[src/rtl/pcie_apb_master_pkg.sv]
// State encoding, register record and reset value for the PCIe-to-APB bridge master.
package pcie_apb_master_pkg;

  typedef enum logic [1:0] {
    StIdle   = 2'd0,
    StSetup  = 2'd1,
    StAccess = 2'd2,
    StResp   = 2'd3
  } state_e;

  typedef struct packed {
    state_e      state;
    logic [31:0] addr;
    logic        write;
    logic [31:0] wdata;
    logic [3:0]  wstrb;
    logic [15:0] cnt;
    logic [31:0] rdata;
    logic        err;
  } regs_t;

  localparam regs_t pcie_apb_master_r_reset = '{
    state: StIdle,
    addr:  32'h0,
    write: 1'b0,
    wdata: 32'h0,
    wstrb: 4'h0,
    cnt:   16'h0,
    rdata: 32'h0,
    err:   1'b0
  };

  // Saturating increment so a stuck slave can never wrap the wait counter.
  function automatic logic [15:0] cnt_inc(input logic [15:0] c);
    return (c == 16'hFFFF) ? c : c + 16'd1;
  endfunction

endpackage

[src/rtl/types_amba_pkg.sv]
// AMBA APB bus record types shared by APB masters and slaves.
// apb_in_type is what a slave receives; apb_out_type is what a slave returns.
package types_amba_pkg;

  typedef struct packed {
    logic [31:0] paddr;
    logic [2:0]  pprot;
    logic        pselx;
    logic        penable;
    logic        pwrite;
    logic [31:0] pwdata;
    logic [3:0]  pstrb;
  } apb_in_type;

  typedef struct packed {
    logic [31:0] prdata;
    logic        pready;
    logic        pslverr;
  } apb_out_type;

endpackage

[src/rtl/pcie_apb_master.sv]
// Single-outstanding PCIe request to APB master bridge with ACCESS-phase timeout.
// APB outputs and response signals are decoded from registered state only.
module pcie_apb_master
  import types_amba_pkg::*;
  import pcie_apb_master_pkg::*;
#(
  parameter int unsigned timeout_cycles = 1023
) (
  input  logic        i_clk,
  input  logic        i_rst,
  input  logic        i_req_valid,
  output logic        o_req_ready,
  input  logic [31:0] i_req_addr,
  input  logic        i_req_write,
  input  logic [31:0] i_req_wdata,
  input  logic [3:0]  i_req_wstrb,
  output logic        o_resp_valid,
  input  logic        i_resp_ready,
  output logic [31:0] o_resp_rdata,
  output logic        o_resp_err,
  output apb_in_type  o_apbo,
  input  apb_out_type i_apbi
);

  localparam logic [15:0] TimeoutCnt = 16'(timeout_cycles);

  regs_t r_q, r_d;

  always_comb begin
    r_d = r_q;
    unique case (r_q.state)
      StIdle: begin
        if (i_req_valid) begin
          r_d.state = StSetup;
          r_d.addr  = {i_req_addr[31:2], 2'b00};
          r_d.write = i_req_write;
          r_d.wdata = i_req_wdata;
          r_d.wstrb = i_req_write ? i_req_wstrb : 4'h0;
          r_d.cnt   = 16'h0;
          r_d.rdata = 32'h0;
          r_d.err   = 1'b0;
        end
      end
      StSetup: begin
        r_d.state = StAccess;
        r_d.cnt   = 16'h0;
      end
      StAccess: begin
        // A ready slave wins over a timeout landing in the same cycle.
        if (i_apbi.pready) begin
          r_d.state = StResp;
          r_d.rdata = r_q.write ? 32'h0 : i_apbi.prdata;
          r_d.err   = i_apbi.pslverr;
        end else begin
          r_d.cnt = cnt_inc(r_q.cnt);
          if (r_d.cnt >= TimeoutCnt) begin
            r_d.state = StResp;
            r_d.rdata = r_q.write ? 32'h0 : 32'hFFFF_FFFF;
            r_d.err   = 1'b1;
          end
        end
      end
      StResp: begin
        if (i_resp_ready) begin
          r_d.state = StIdle;
        end
      end
      default: r_d.state = StIdle;
    endcase
  end

  always_ff @(posedge i_clk) begin
    if (i_rst) begin
      r_q <= pcie_apb_master_r_reset;
    end else begin
      r_q <= r_d;
    end
  end

  always_comb begin
    o_apbo.paddr   = r_q.addr;
    o_apbo.pprot   = 3'b000;
    o_apbo.pselx   = (r_q.state == StSetup) || (r_q.state == StAccess);
    o_apbo.penable = (r_q.state == StAccess);
    o_apbo.pwrite  = r_q.write;
    o_apbo.pwdata  = r_q.wdata;
    o_apbo.pstrb   = r_q.wstrb;
  end

  assign o_req_ready  = (r_q.state == StIdle);
  assign o_resp_valid = (r_q.state == StResp);
  assign o_resp_rdata = r_q.rdata;
  assign o_resp_err   = (r_q.state == StResp) && r_q.err;

endmodule

[config.mk]
export PLATFORM = sky130hd
export DESIGN_NAME = pcie_apb_master
export DESIGN_NICKNAME = d
export VERILOG_FILES = /design/src/rtl/pcie_apb_master_pkg.sv /design/src/rtl/types_amba_pkg.sv /design/src/rtl/pcie_apb_master.sv
export SDC_FILE = /design/constraint.sdc
export NUM_CORES = 1
export LEC_CHECK = 0
export BUFFER_PORTS_ARGS = -buffer_cell sky130_fd_sc_hd__buf_2
export CORE_MARGIN = 2
export CORE_UTILIZATION = 50
export CTS_CLUSTER_SIZE = 14
export DETAILED_ROUTE_END_ITERATION = 6
export GPL_ROUTABILITY_DRIVEN = 0
export GPL_TIMING_DRIVEN = 0
export MAX_ROUTING_LAYER = met4
export PLACE_DENSITY = 0.81
export SLEW_MARGIN = 5
export SYNTH_ARGS = -nofsm -noshare
export SYNTH_HDL_FRONTEND = slang
export SYNTH_SLANG_ARGS = --single-unit
[constraint.sdc]
create_clock -name i_clk -period 4 [get_ports i_clk]
set_clock_uncertainty 0.1 [all_clocks]
set_input_delay 0.6 -clock i_clk [delete_from_list [all_inputs] [get_ports i_clk]]
set_output_delay 0.6 -clock i_clk [all_outputs]
set_load 0.005 [all_outputs]
## Yosys cells after proc, flatten, opt, wreduce, memory -nomap -nowiden

Index checks and enable logic that the tools add are counted.

- Memories kept: 0
- Bits of input ports: 107
- Memory bits (writable): 0
- Word-level logic and storage cells: 41
- Register bits: 118
- Memory bits (read-only): 0
- Bits in latches: 0

- Add/subtract/negate cells: 1
- Div/mod/pow operators: 0
- Multiplexer cells: 14
- Order comparisons: 1
- Reductions and logical operators: 9
- Shift-type cells: 0
- Bitwise operators: 0
- Multiply operators: 0
- Equal/unequal tests: 8

Operator list:

| operator | number |
|---|---|
| $mux 120 | 1 |
| $mux 33 | 2 |
| $pmux 33 s2 | 1 |
| $mux 32 | 2 |
| $pmux 16 s3 | 1 |
| $mux 16 | 2 |
| $add 16x1->16 const B | 1 |
| $eq 16x16->1 const B | 1 |
| $ge 16x10->1 const B | 1 |
| $reduce_and 3->1 | 3 |
| $pmux 2 s4 | 1 |
| $mux 2 | 3 |
| $eq 2x2->1 const B | 2 |
| $mux 4 | 1 |
| $ne 2x2->1 const B | 2 |
| $ne 3x1->1 const B | 1 |
| $reduce_bool 3->1 | 1 |
| $eq 2x1->1 const B | 1 |
| $logic_not 2->1 | 1 |
| $ne 2x1->1 const B | 1 |
| $reduce_and 2->1 | 1 |
| $reduce_bool 2->1 | 1 |
| $logic_and 1x1->1 | 1 |
| $logic_or 1x1->1 | 1 |

## Longest topological paths before layout

Gate-level depths: netlist (run 1).

- Depth after elaboration: 6
- Depth in mapped cells: 10
- Mapped depth without buffers: 8

## Least setup slack after synthesis (run 1)

Ideal clock, no wire load.

- Kind: register to register
- From: reg r_q[33] (netlist bit)
- To: reg r_q[0] (netlist bit)
- Library setup time: 121 ps
- Cell stages (with the launch flop): 8
- Data required time: 3779 ps
- Buffers on the path: 0
- Arrival: 2708 ps
- Period minus slack after synthesis: 2930 ps
- Path slack: 1070 ps
- Path through: dfxtp_1 -> ha_1 -> nand3_2 -> nor4_1 -> mux2_1 -> or4_1 -> o21ai_4 -> mux2_4

- Cells in the longest elaborated chain, start to end: 5

Ends and longest elaborated chain:

| what | RTL line | text |
|---|---|---|
| start: declaration | pcie_apb_master.sv:27 | `regs_t r_q, r_d;` |
| start signal: assignment | pcie_apb_master.sv:74 | `r_q <= pcie_apb_master_r_reset;` |
| start signal: assignment | pcie_apb_master.sv:76 | `r_q <= r_d;` |
| $add 16x1->16 or $eq 16x16->1 (tied branches) | pcie_apb_master_pkg.sv:35 | `return (c == 16'hFFFF) ? c : c + 16'd1;` |
| $mux 16 (*) | pcie_apb_master_pkg.sv:35 |  |
| $ge 16x10->1 (*) | pcie_apb_master.sv:56 | `if (r_d.cnt >= TimeoutCnt) begin` |
| $ne 3x1->1 (no source line) (*) | - |  |
| $reduce_and 3->1 (no source line) (*) | - |  |

Every way passes the cells marked *; elsewhere a longest branch is shown, timed or not.
A chain may end at the register's enable or synchronous reset.

## Final worst setup path (run 1)

- From: reg r_q[33] (netlist bit)
- To: reg r_q, in the netlist o_resp_rdata[30]

The elaborated chain is that of the path after synthesis.

==> results of run 1 <==
[registers in the layout, summed over array words and instances (netlist names)]
| name | count |
|---|---|
| r_q | 19 |
| o_resp_rdata | 32 |
| o_apbo | 67 |
[per-layer routing]
layer	vias up	part of all wire
li1	2732	-
met1	2441	0.43
met2	187	0.48
met3	36	0.060
met4	0	0.028
met5	-	0
[cells by family after synthesis]
| group | Yosys count |
|---|---|
| simple gates | 244 |
| buf+inv | 157 |
| flops | 118 |
| mux | 40 |
| xor+xnor | 1 |
| compound gates | 143 |
| fa+ha+maj | 4 |
| other cells | 1 |
[how the worst max path moves through the flow]
stage                             endpoint  slack (ns)
after floorplan                     r_q[0]        1.07
after global placement    o_resp_rdata[11]        0.79
final                     o_resp_rdata[30]        0.66
after global routing      o_resp_rdata[30]        0.45
after detailed placement  o_resp_rdata[17]        0.75
after CTS                 o_resp_rdata[30]        0.69
[report_power, final]
part / internal, mW / total (mW) / switching, mW
registers: 1.27 / 1.32 / 0.0490
logic: 0.376 / 0.756 / 0.380
clock network: 0.946 / 1.46 / 0.514
[worst reg2reg max path, stage by stage (launching register included)]
cell	delay, ns
sky130_fd_sc_hd__dfxtp_1	0.46
sky130_fd_sc_hd__ha_1	0.30
sky130_fd_sc_hd__nand3_2	0.22
sky130_fd_sc_hd__nor4_1	0.34
sky130_fd_sc_hd__mux2_1	0.39
sky130_fd_sc_hd__or4_1	0.60
sky130_fd_sc_hd__o21ai_4	0.40
sky130_fd_sc_hd__buf_12	0.20
sky130_fd_sc_hd__mux2i_1	0.25
[through the flow]
step	cell area (um^2)	worst slack [ns]
final	7650	0.656
after floorplan	5850	1.07
after detailed placement	7070	0.754
after global placement	7070	0.787
after CTS	7650	0.694
after global routing	7650	0.453
[placed cells by master (no fill, tap or decap), types with 3 or more instances in the layout]
cell type,Yosys,routed
sky130_fd_sc_hd__a21oi_1,78,78
sky130_fd_sc_hd__a22oi_1,5,5
sky130_fd_sc_hd__a311oi_1,4,4
sky130_fd_sc_hd__and2_1,4,4
sky130_fd_sc_hd__and3_1,3,3
sky130_fd_sc_hd__buf_1,7,7
sky130_fd_sc_hd__buf_12,3,3
sky130_fd_sc_hd__buf_2,6,214
sky130_fd_sc_hd__buf_4,105,105
sky130_fd_sc_hd__clkbuf_1,30,31
sky130_fd_sc_hd__clkbuf_16,0,17
sky130_fd_sc_hd__clkbuf_8,0,6
sky130_fd_sc_hd__clkinv_2,0,3
sky130_fd_sc_hd__conb_1,1,5
sky130_fd_sc_hd__dfxtp_1,118,118
sky130_fd_sc_hd__ha_1,4,4
sky130_fd_sc_hd__inv_1,6,6
sky130_fd_sc_hd__mux2i_1,35,35
sky130_fd_sc_hd__nand2_1,142,142
sky130_fd_sc_hd__nand2b_1,38,38
sky130_fd_sc_hd__nand3_1,9,9
sky130_fd_sc_hd__nand4_1,6,6
sky130_fd_sc_hd__nor2_1,23,23
sky130_fd_sc_hd__nor3_1,5,5
sky130_fd_sc_hd__nor4_1,3,3
sky130_fd_sc_hd__o21ai_0,39,39
sky130_fd_sc_hd__or4_1,3,3
[area by class of cell]
cell class | count | area share
Antenna cell | 1 | 0.000327
Buffer | 151 | 0.133
Clock buffer | 24 | 0.0669
Clock inverter | 7 | 0.00899
Inverter | 6 | 0.00294
Multi-Input combinational cell | 437 | 0.320
Sequential cell | 118 | 0.309
Tap cell | 143 | 0.0234
Timing Repair Buffer | 208 | 0.136
==> out/metrics.csv, run 1 <==
metric;value;unit
yosys synthesis warning count;0;
sort of element at the end of the critical path;register;
minimum clock period after layout;3.34;ns
DRT antenna net count;0;
Static Leak;3.74;nW
Routed Wire Length;14600;um
initial standard-cell utilization of the core;0.511;
Routed WL per cell;13.3;um
DRC errors left;0;
R2R cell count;8;
Post-layout nets;1050;
Crit path max-delay family;simple AND/OR/NAND/NOR gates;
mean cell area of the mapped netlist;8.24;um^2
global routing met2 resource utilization;0.377;
combinational family with the most area after synthesis;simple AND/OR/NAND/NOR gates;
number of vias per cell after detailed routing;4.93;
worst setup path startpoint;r_q[33];
area added between synthesis and finish;31.2;%
Tcrit/Tclk final;0.836;
share of the yosys chip area belonging to registers;0.405;
setup TNS;0;ns
total power;3.54;mW
die extent in y;112;um
clk_lat worst skew;0.41;ns
proportion of layout cells with a drive suffix above 1;0.381;
cell type with the highest aggregate area in the netlist;sky130_fd_sc_hd__dfxtp_1;
fraction of registers with async set/reset;0;
grt ovf;0;
most common library cells after synthesis;sky130_fd_sc_hd__nand2_1 (142), sky130_fd_sc_hd__dfxtp_1 (118), sky130_fd_sc_hd__buf_4 (105);
Clock transition at path regs;0.05;ns
GRT met1 Usage;0.282;
RSZ-0062 raised after global routing;false;
number of post-CTS setup repair buffers;0;
synthesis-stage register bit count;118;
number of pins with negative max-slew slack in the final report;0;
number of buffers inserted during clock tree synthesis;17;
count of filler cells inserted in the layout;972;
worst reg2reg setup slack;0.66;ns
sinks on the clock net;118;
peak ir drop on the vdd network;365;uV
dominant cell by count in the synthesized netlist;sky130_fd_sc_hd__nand2_1;
adder and majority cell fraction of the synthesized area;0.00858;
area of the multi-input gates;0.00245;mm^2
synthesized area;0.00583;mm^2
total number of H-tree levels;4;
share of synthesized cell area in and, or, nand and nor gates;0.195;
cell count after synthesis;708;
total power divided by cell area;462;mW/mm^2
number of buffers on the longest clock path;2;
number of placement rows;39;
floorplan die area;0.0125;mm^2
share of the core filled with cells in the final layout;0.670;
series of cell instances along the critical path;ha_1 > nand3_2 > nor4_1 > mux2_1 > or4_1 > o21ai_4 > buf_12 > mux2i_1;
launch instance of the worst min-delay path;i_req_wdata[26];
Most used DFF post-synth;sky130_fd_sc_hd__dfxtp_1;
required time at the endpoint of the critical path;4.22;ns
category of the critical setup timing path;register to register;
Yosys top cell area share;0.405;
MaxCap Viol Count;0;
smallest hold slack;0.318;ns
sum of net half-perimeters after detailed placement;10700;um
global-route usage over all layers;0.234;
drt first-iter violations;398;
clock tree root driver cell;sky130_fd_sc_hd__clkbuf_16;
pin count of the biggest net entering global routing;17;
terminating pin of the worst hold path;o_apbo[30];
achievable frequency;299;MHz
via count;5396;
transition at the pin with the smallest max-transition slack;0.673;ns
TritonCTS clock tree;yes;
final setup vio count;0;
number of global-route vias before repair;4892;
cell types with the largest area share after synthesis;sky130_fd_sc_hd__dfxtp_1 (40%), sky130_fd_sc_hd__buf_4 (14%), sky130_fd_sc_hd__nand2_1 (9.1%);
data arrival time at the worst-slack endpoint;3.57;ns
largest driver fanout on the critical path;10;
Worst slew margin;0.548;
origin of the critical flop-to-flop path;r_q[33];
non-filler instance count after layout;1095;
Worst path slowest cell;sky130_fd_sc_hd__or4_1;
number of library cell types mapped by synthesis;47;
register area;0.00236;mm^2
status;finished clean;
wire length of the first global-routing pass;23000;um
hold depth;3;
placeable core region;0.0114;mm^2
width of the die;112;um
final number of hold-violating endpoints;0;
total stage count of the critical path;8;
critical register-to-register path endpoint;o_resp_rdata[30];
maximum cell stage delay along the critical path;0.60;ns
number of cells upsized or downsized after cts;0;
busiest layer in global routing;met2;
router iterations before antenna repair;4;
fraction of met3 tracks used by global routing;0.0572;
Buffers on Ports;208;
share of the synthesized netlist area taken by xor and xnor gates;0.00150;
count of pins on the block boundary;216;
post-synthesis mux area share;0.0710;
number of antenna violations at the first check in global routing;1;
total of hold buffers inserted after clock tree synthesis;0;
dpl cells;1063;
Compound-Gate Fraction of Synth Area;0.140;
class of the worst hold path;input pin to register;
number of buffer and inverter instances along the worst setup path;1;
startpoint type of the worst setup path;register;
EDFF count, synth;0;
(Power assumes the default switching activity.)
==> inputs of run 2 (changes only) <==
==> constraint.sdc (replaced) <==
create_clock -name i_clk -period 3.3 [get_ports i_clk]
set_clock_uncertainty 0.1 [all_clocks]
set_input_delay 0.495 -clock i_clk [delete_from_list [all_inputs] [get_ports i_clk]]
set_output_delay 0.495 -clock i_clk [all_outputs]
set_load 0.005 [all_outputs]
==> run 2 against run 1 <==
Compared with the run above:
- count of clock-buffer cells in the layout is the same
- core utilization grew 0.31 points
- worst setup slack got worse by 0.52 ns
- largest cell class unchanged
- non-clock buffer count increased by 2
- sequential power increased by 21%
- die area stayed put
- routed wire length rose by 0.52%
- combinational power is 24% higher
- via count is 0.33% lower
- largest power group unchanged
- critical endpoint unchanged
- maximum frequency increased by 5.7%
- cell area increased by 0.46%
==> out/metrics.csv, run 2 (synthesis results as in run 1) <==
metric;value;unit;change
status;finished clean;;
most frequent standard cell in the layout excluding fill and tap cells;sky130_fd_sc_hd__buf_2;;
total number of H-tree levels;4;;unchanged
Post-layout nets;1052;;+0.19%
count of pins on the block boundary;216;;unchanged
count of filler cells inserted in the layout;968;;-0.41%
origin of the critical flop-to-flop path;r_q[34];;
Routed WL per cell;13.4;um;+0.34%
Detail Route met2 WL;7110;um;+0.84%
minimum clock period after layout;3.16;ns;-0.180 ns
Tcrit/Tclk final;0.959;;+0.123
number of pins with negative max-slew slack in the final report;0;;unchanged
worst setup path startpoint;r_q[34];;
MaxCap Viol Count;0;;unchanged
class of the worst hold path;input pin to register;;
sum of net half-perimeters after detailed placement;10700;um;unchanged
floorplan die area;0.0125;mm^2;unchanged
initial standard-cell utilization of the core;0.511;;unchanged
global-route usage over all layers;0.234;;unchanged
area added between synthesis and finish;31.8;%;
sinks on the clock net;118;;unchanged
max reg flops;67;;unchanged
number of global-route vias before repair;4894;;+0.041%
pin count of the biggest net entering global routing;17;;unchanged
smallest hold slack;0.212;ns;-0.106 ns
setup TNS;0;ns;unchanged
peak ir drop on the vdd network;443;uV;+22%
number of buffers inserted during clock tree synthesis;17;;unchanged
grt ovf;0;;unchanged
final number of hold-violating endpoints;0;;unchanged
highest signal layer in the routed design;met4;;
share of the core filled with cells in the final layout;0.673;;+0.00307
Buffers on Ports;208;;unchanged
final setup vio count;0;;unchanged
startpoint type of the worst setup path;register;;
R2R cell count;9;;+1
number of antenna violations at the first check in global routing;1;;unchanged
proportion of layout cells with a drive suffix above 1;0.384;;+0.00340
sort of element at the end of the critical path;register;;
via count;5378;;-0.33%
commonest non-fill, non-tap cells in the layout;sky130_fd_sc_hd__buf_2 (214), sky130_fd_sc_hd__nand2_1 (142), sky130_fd_sc_hd__dfxtp_1 (117), sky130_fd_sc_hd__buf_4 (106), sky130_fd_sc_hd__a21oi_1 (78);;
router iterations before antenna repair;4;;unchanged
worst setup slack after placement;0.0540;ns;-0.700 ns
worst reg2reg setup slack;0.14;ns;-0.52 ns
number of placement rows;39;;unchanged
Routed Wire Length;14700;um;+0.52%
category of the critical setup timing path;register to register;;
data arrival time at the worst-slack endpoint;3.38;ns;-0.19 ns
clk_lat worst skew;0.41;ns;about the same
wire length of the first global-routing pass;23000;um;unchanged
transition at the pin with the smallest max-transition slack;0.691;ns;+0.0183 ns
width of the die;112;um;unchanged
DRC errors left;0;;unchanged
TritonCTS clock tree;yes;;
DRT antenna net count;0;;unchanged
die extent in y;112;um;unchanged
wire length on met1;6270;um;+0.46%
number of buffers on the longest clock path;2;;unchanged
post-layout worst setup margin;0.137;ns;-0.520 ns
largest driver fanout on the critical path;10;;unchanged
achievable frequency;316;MHz;+5.7%
Worst Setup EP;o_resp_rdata[30];;
number of vias per cell after detailed routing;4.90;;-0.52%
clock tree root driver cell;sky130_fd_sc_hd__clkbuf_16;;
critical register-to-register path endpoint;o_resp_rdata[30];;
Worst slew margin;0.536;;-0.0123
Static Leak;3.75;nW;+0.40%
met3 wire length;906;um;+4.0%
required time at the endpoint of the critical path;3.52;ns;-0.70 ns
placeable core region;0.0114;mm^2;unchanged
total power divided by cell area;561;mW/mm^2;+21%
RSZ-0062 raised after global routing;false;;
Clock transition at path regs;0.05;ns;about the same
drt first-iter violations;395;;-0.75%
==> run 2: worst min-delay path by stage <==
stage / startpoint / endpoint / slack, ns / cells after the start
after detailed placement: o_apbo[0] / o_apbo[0] / 0.34 / 2
after global routing: i_req_addr[17] / o_apbo[59] / 0.21 / 3
after global placement: o_apbo[3] / o_apbo[3] / 0.34 / 2
final: i_req_wdata[26] / o_apbo[30] / 0.21 / 3
after floorplan: o_apbo[0] / o_apbo[0] / 0.33 / 2
after CTS: i_req_wdata[26] / o_apbo[30] / 0.20 / 3
==> run 2: critical path, stage by stage, from the launching register on <==
cell	delay, ns
sky130_fd_sc_hd__dfxtp_1	0.41
sky130_fd_sc_hd__ha_1	0.28
sky130_fd_sc_hd__nand3_2	0.22
sky130_fd_sc_hd__nor4_2	0.33
sky130_fd_sc_hd__mux2_1	0.38
sky130_fd_sc_hd__or4_1	0.60
sky130_fd_sc_hd__o21ai_4	0.20
sky130_fd_sc_hd__buf_12	0.15
sky130_fd_sc_hd__buf_12	0.14
sky130_fd_sc_hd__mux2i_1	0.24
==> run 2: stage by stage <==
step,std cells,power (mW),area [um^2]
final,1097,4.31,7690
after global routing,1097,4.50,7690
after CTS,1094,4.32,7650
after detailed placement,1063,2.54,7070
after global placement,1063,2.53,7070
after floorplan,712,2.23,5850
==> run 2: area by class of cell <==
class / count / area, um^2 / share of cell area
clock inverter: 7 / 68.8 / 0.00895
antenna: 1 / 2.50 / 0.000326
sequential: 118 / 2360 / 0.308
buffer: 151 / 1020 / 0.132
clock buffer: 24 / 512 / 0.0666
tap: 143 / 179 / 0.0233
multi-input combinational: 437 / 2450 / 0.319
timing repair buffer: 210 / 1070 / 0.139
inverter: 6 / 22.5 / 0.00293
==> run 2: power by group <==
| group | internal (mW) | switching [mW] |
|---|---|---|
| logic | 0.473 | 0.463 |
| registers | 1.54 | 0.0593 |
| clock network | 1.15 | 0.627 |
==> run 2: repair_timing <==
item,in CTS,in global routing
resized for setup,0,2
cloned,0,0
hold buffers,0,0
setup buffers,0,2
endpoints found under the setup margin,1,31
pin swaps,1,1
==> run 2: metal layers <==
| metal | vias to the layer above | GRT usage |
|---|---|---|
| li1 | 2734 | - |
| met1 | 2441 | 0.282 |
| met2 | 172 | 0.377 |
| met3 | 31 | 0.0572 |
| met4 | 0 | 0.101 |
| met5 | - | - |
==> inputs of run 3 (changes only) <==
--- a/config.mk
+++ b/config.mk
@@ -5,15 +5,18 @@
 export SDC_FILE = /design/constraint.sdc
 export NUM_CORES = 1
 export LEC_CHECK = 0
+export ABC_CLOCK_PERIOD_IN_PS = 3350
 export BUFFER_PORTS_ARGS = -buffer_cell sky130_fd_sc_hd__buf_2
+export CELL_PAD_IN_SITES_DETAIL_PLACEMENT = 0
+export CELL_PAD_IN_SITES_GLOBAL_PLACEMENT = 1
 export CORE_MARGIN = 2
-export CORE_UTILIZATION = 50
+export CORE_UTILIZATION = 36
 export CTS_CLUSTER_SIZE = 14
 export DETAILED_ROUTE_END_ITERATION = 6
 export GPL_ROUTABILITY_DRIVEN = 0
 export GPL_TIMING_DRIVEN = 0
 export MAX_ROUTING_LAYER = met4
-export PLACE_DENSITY = 0.81
+export PLACE_DENSITY_LB_ADDON = 0.1
 export SLEW_MARGIN = 5
 export SYNTH_ARGS = -nofsm -noshare
 export SYNTH_HDL_FRONTEND = slang
==> constraint.sdc (replaced) <==
create_clock -name i_clk -period 3.35 [get_ports i_clk]
set_clock_uncertainty 0.1 [all_clocks]
set_input_delay 0.5025 -clock i_clk [delete_from_list [all_inputs] [get_ports i_clk]]
set_output_delay 0.5025 -clock i_clk [all_outputs]
set_load 0.005 [all_outputs]
==> run 3 against run 2 <==
Compared with the run above:
- hold slack improved by 0.014 ns
- critical path depth did not move
- global-route usage shrank 4.4 points
- largest cell class unchanged
- highest routed layer unchanged
==> out/metrics.csv, run 3 (synthesis results as in run 1) <==
metric;value;unit;change
status;finished clean;;
sum of net half-perimeters after detailed placement;12200;um;+14%
launch instance of the worst min-delay path;i_req_wdata[21];;
wire length of the first global-routing pass;25700;um;+12%
minimum clock period after layout;3.15;ns;-0.00854 ns
class of the worst hold path;input pin to register;;
dpl cells;1136;;+6.9%
transition at the pin with the smallest max-transition slack;0.686;ns;-0.00569 ns
floorplan die area;0.0172;mm^2;+37%
share of the core filled with cells in the final layout;0.489;;-0.184
sinks on the clock net;118;;unchanged
initial standard-cell utilization of the core;0.367;;-0.144
drt first-iter violations;265;;-33%
achievable frequency;317;MHz;+0.27%
required time at the endpoint of the critical path;3.58;ns;+0.06 ns
count of filler cells inserted in the layout;1639;;+69%
number of antenna violations at the first check in global routing;1;;unchanged
proportion of layout cells with a drive suffix above 1;0.382;;-0.00210
width of the die;131;um;+17%
peak ir drop on the vdd network;366;uV;-17%
final number of hold-violating endpoints;0;;unchanged
most frequent standard cell in the layout excluding fill and tap cells;sky130_fd_sc_hd__buf_2;;
via count;5372;;-0.11%
area added between synthesis and finish;33.3;%;
worst reg2reg setup slack;0.20;ns;+0.06 ns
grt ovf;0;;unchanged
Worst slew margin;0.539;;+0.00312
Clock transition at path regs;0.06;ns;about the same
setup TNS;0;ns;unchanged
startpoint type of the worst setup path;register;;
hold depth;3;;unchanged
number of vias per cell after detailed routing;4.59;;-6.3%
pin count of the biggest net entering global routing;17;;unchanged
category of the critical setup timing path;register to register;;
Non-Filler Cell Area, Final;0.00777;mm^2;+1.1%
TritonCTS clock tree;yes;;
DRC errors left;0;;unchanged
number of placement rows;46;;+18%
placeable core region;0.0159;mm^2;+39%
Buffers on Ports;208;;unchanged
area of the multi-input gates;0.00245;mm^2;-0.25%
global-route usage over all layers;0.190;;-0.0443
total number of H-tree levels;4;;unchanged
total power;4.32;mW;+0.12%
Tcrit/Tclk final;0.942;;-0.0169
non-filler instance count after layout;1170;;+6.7%
post-layout worst setup margin;0.195;ns;+0.0585 ns
number of buffers inserted during clock tree synthesis;17;;unchanged
number of buffers on the longest clock path;2;;unchanged
clock tree root driver cell;sky130_fd_sc_hd__clkbuf_16;;
commonest non-fill, non-tap cells in the layout;sky130_fd_sc_hd__buf_2 (214), sky130_fd_sc_hd__nand2_1 (142), sky130_fd_sc_hd__dfxtp_1 (118), sky130_fd_sc_hd__buf_4 (108), sky130_fd_sc_hd__a21oi_1 (78);;
number of pins with negative max-slew slack in the final report;0;;unchanged
number of global-route vias before repair;5156;;+5.4%
sort of element at the end of the critical path;register;;
data arrival time at the worst-slack endpoint;3.39;ns;about the same
MaxCap Viol Count;0;;unchanged
Post-layout nets;1053;;+0.095%
total of hold buffers inserted after clock tree synthesis;0;;unchanged
cell area after placement;0.00716;mm^2;+1.3%
max reg flops;67;;unchanged
worst setup slack after placement;0.0657;ns;+0.0118 ns
final setup vio count;0;;unchanged
Routed Wire Length;16000;um;+9.4%
Static Leak;3.75;nW;about the same
largest driver fanout on the critical path;10;;unchanged
Routed WL per cell;13.7;um;+2.6%
router iterations before antenna repair;4;;unchanged
DRT antenna net count;0;;unchanged
smallest hold slack;0.226;ns;+0.0144 ns
origin of the critical flop-to-flop path;r_q[33];;
total power divided by cell area;555;mW/mm^2;-1.0%
die extent in y;131;um;+17%
register area;0.00236;mm^2;about the same
RSZ-0062 raised after global routing;false;;
clk_lat worst skew;0.41;ns;about the same
critical register-to-register path endpoint;o_resp_rdata[6];;
terminating pin of the worst hold path;o_apbo[25];;
count of pins on the block boundary;216;;unchanged
R2R cell count;9;;unchanged
-- run 3: timing repair --
action / in CTS / in global routing
resized for setup: 0 / 2
setup buffers: 0 / 3
endpoints found under the setup margin: 0 / 32
-- run 3: cell type report --
type | instances | area share
Clock buffer | 21 | 0.0592
Tap cell | 216 | 0.0348
Multi-Input combinational cell | 437 | 0.315
Sequential cell | 118 | 0.304
Antenna cell | 1 | 0.000322
Timing Repair Buffer | 211 | 0.137
Inverter | 6 | 0.00290
Buffer | 151 | 0.131
Clock inverter | 9 | 0.0164
-- run 3: how the worst max path moves through the flow --
stage             from               end  slack, ns  cells past startpoint
5_1_grt        r_q[33]   o_resp_rdata[8]       0.02                      9
2_1_floorplan  r_q[33]            r_q[0]       0.42                      7
6_report       r_q[33]   o_resp_rdata[6]       0.20                      9
3_3_place_gp   r_q[33]  o_resp_rdata[14]       0.14                      8
4_1_cts        r_q[33]   o_resp_rdata[6]       0.04                      8
3_5_place_dp   r_q[33]   o_resp_rdata[6]       0.07                      8
-- run 3: critical path: stages (launching register included) --
cell and delay [ns]:
sky130_fd_sc_hd__dfxtp_1 0.46, sky130_fd_sc_hd__ha_1 0.31, sky130_fd_sc_hd__nand3_2 0.21, sky130_fd_sc_hd__nor4_1 0.35
sky130_fd_sc_hd__mux2_1 0.38, sky130_fd_sc_hd__or4_1 0.59, sky130_fd_sc_hd__o21ai_4 0.16, sky130_fd_sc_hd__buf_4 0.17
sky130_fd_sc_hd__buf_12 0.15, sky130_fd_sc_hd__mux2i_1 0.20
-- run 3: report_power, final --
| part | internal, mW | switching (mW) | leakage [nW] |
|---|---|---|---|
| Clock | 1.19 | 0.622 | 0.281 |
| Combinational | 0.461 | 0.462 | 2.51 |
| Sequential | 1.52 | 0.0574 | 0.962 |
| Total | 3.17 | 1.14 | 3.75 |
-- run 3: per-layer routing --
layer  GRT usage  share of wire  up-vias
met5           -              0        -
met4      0.0737          0.018        0
met3      0.0432          0.044       18
met2       0.308           0.49      141
met1       0.231           0.45     2480
li1            -              -     2733
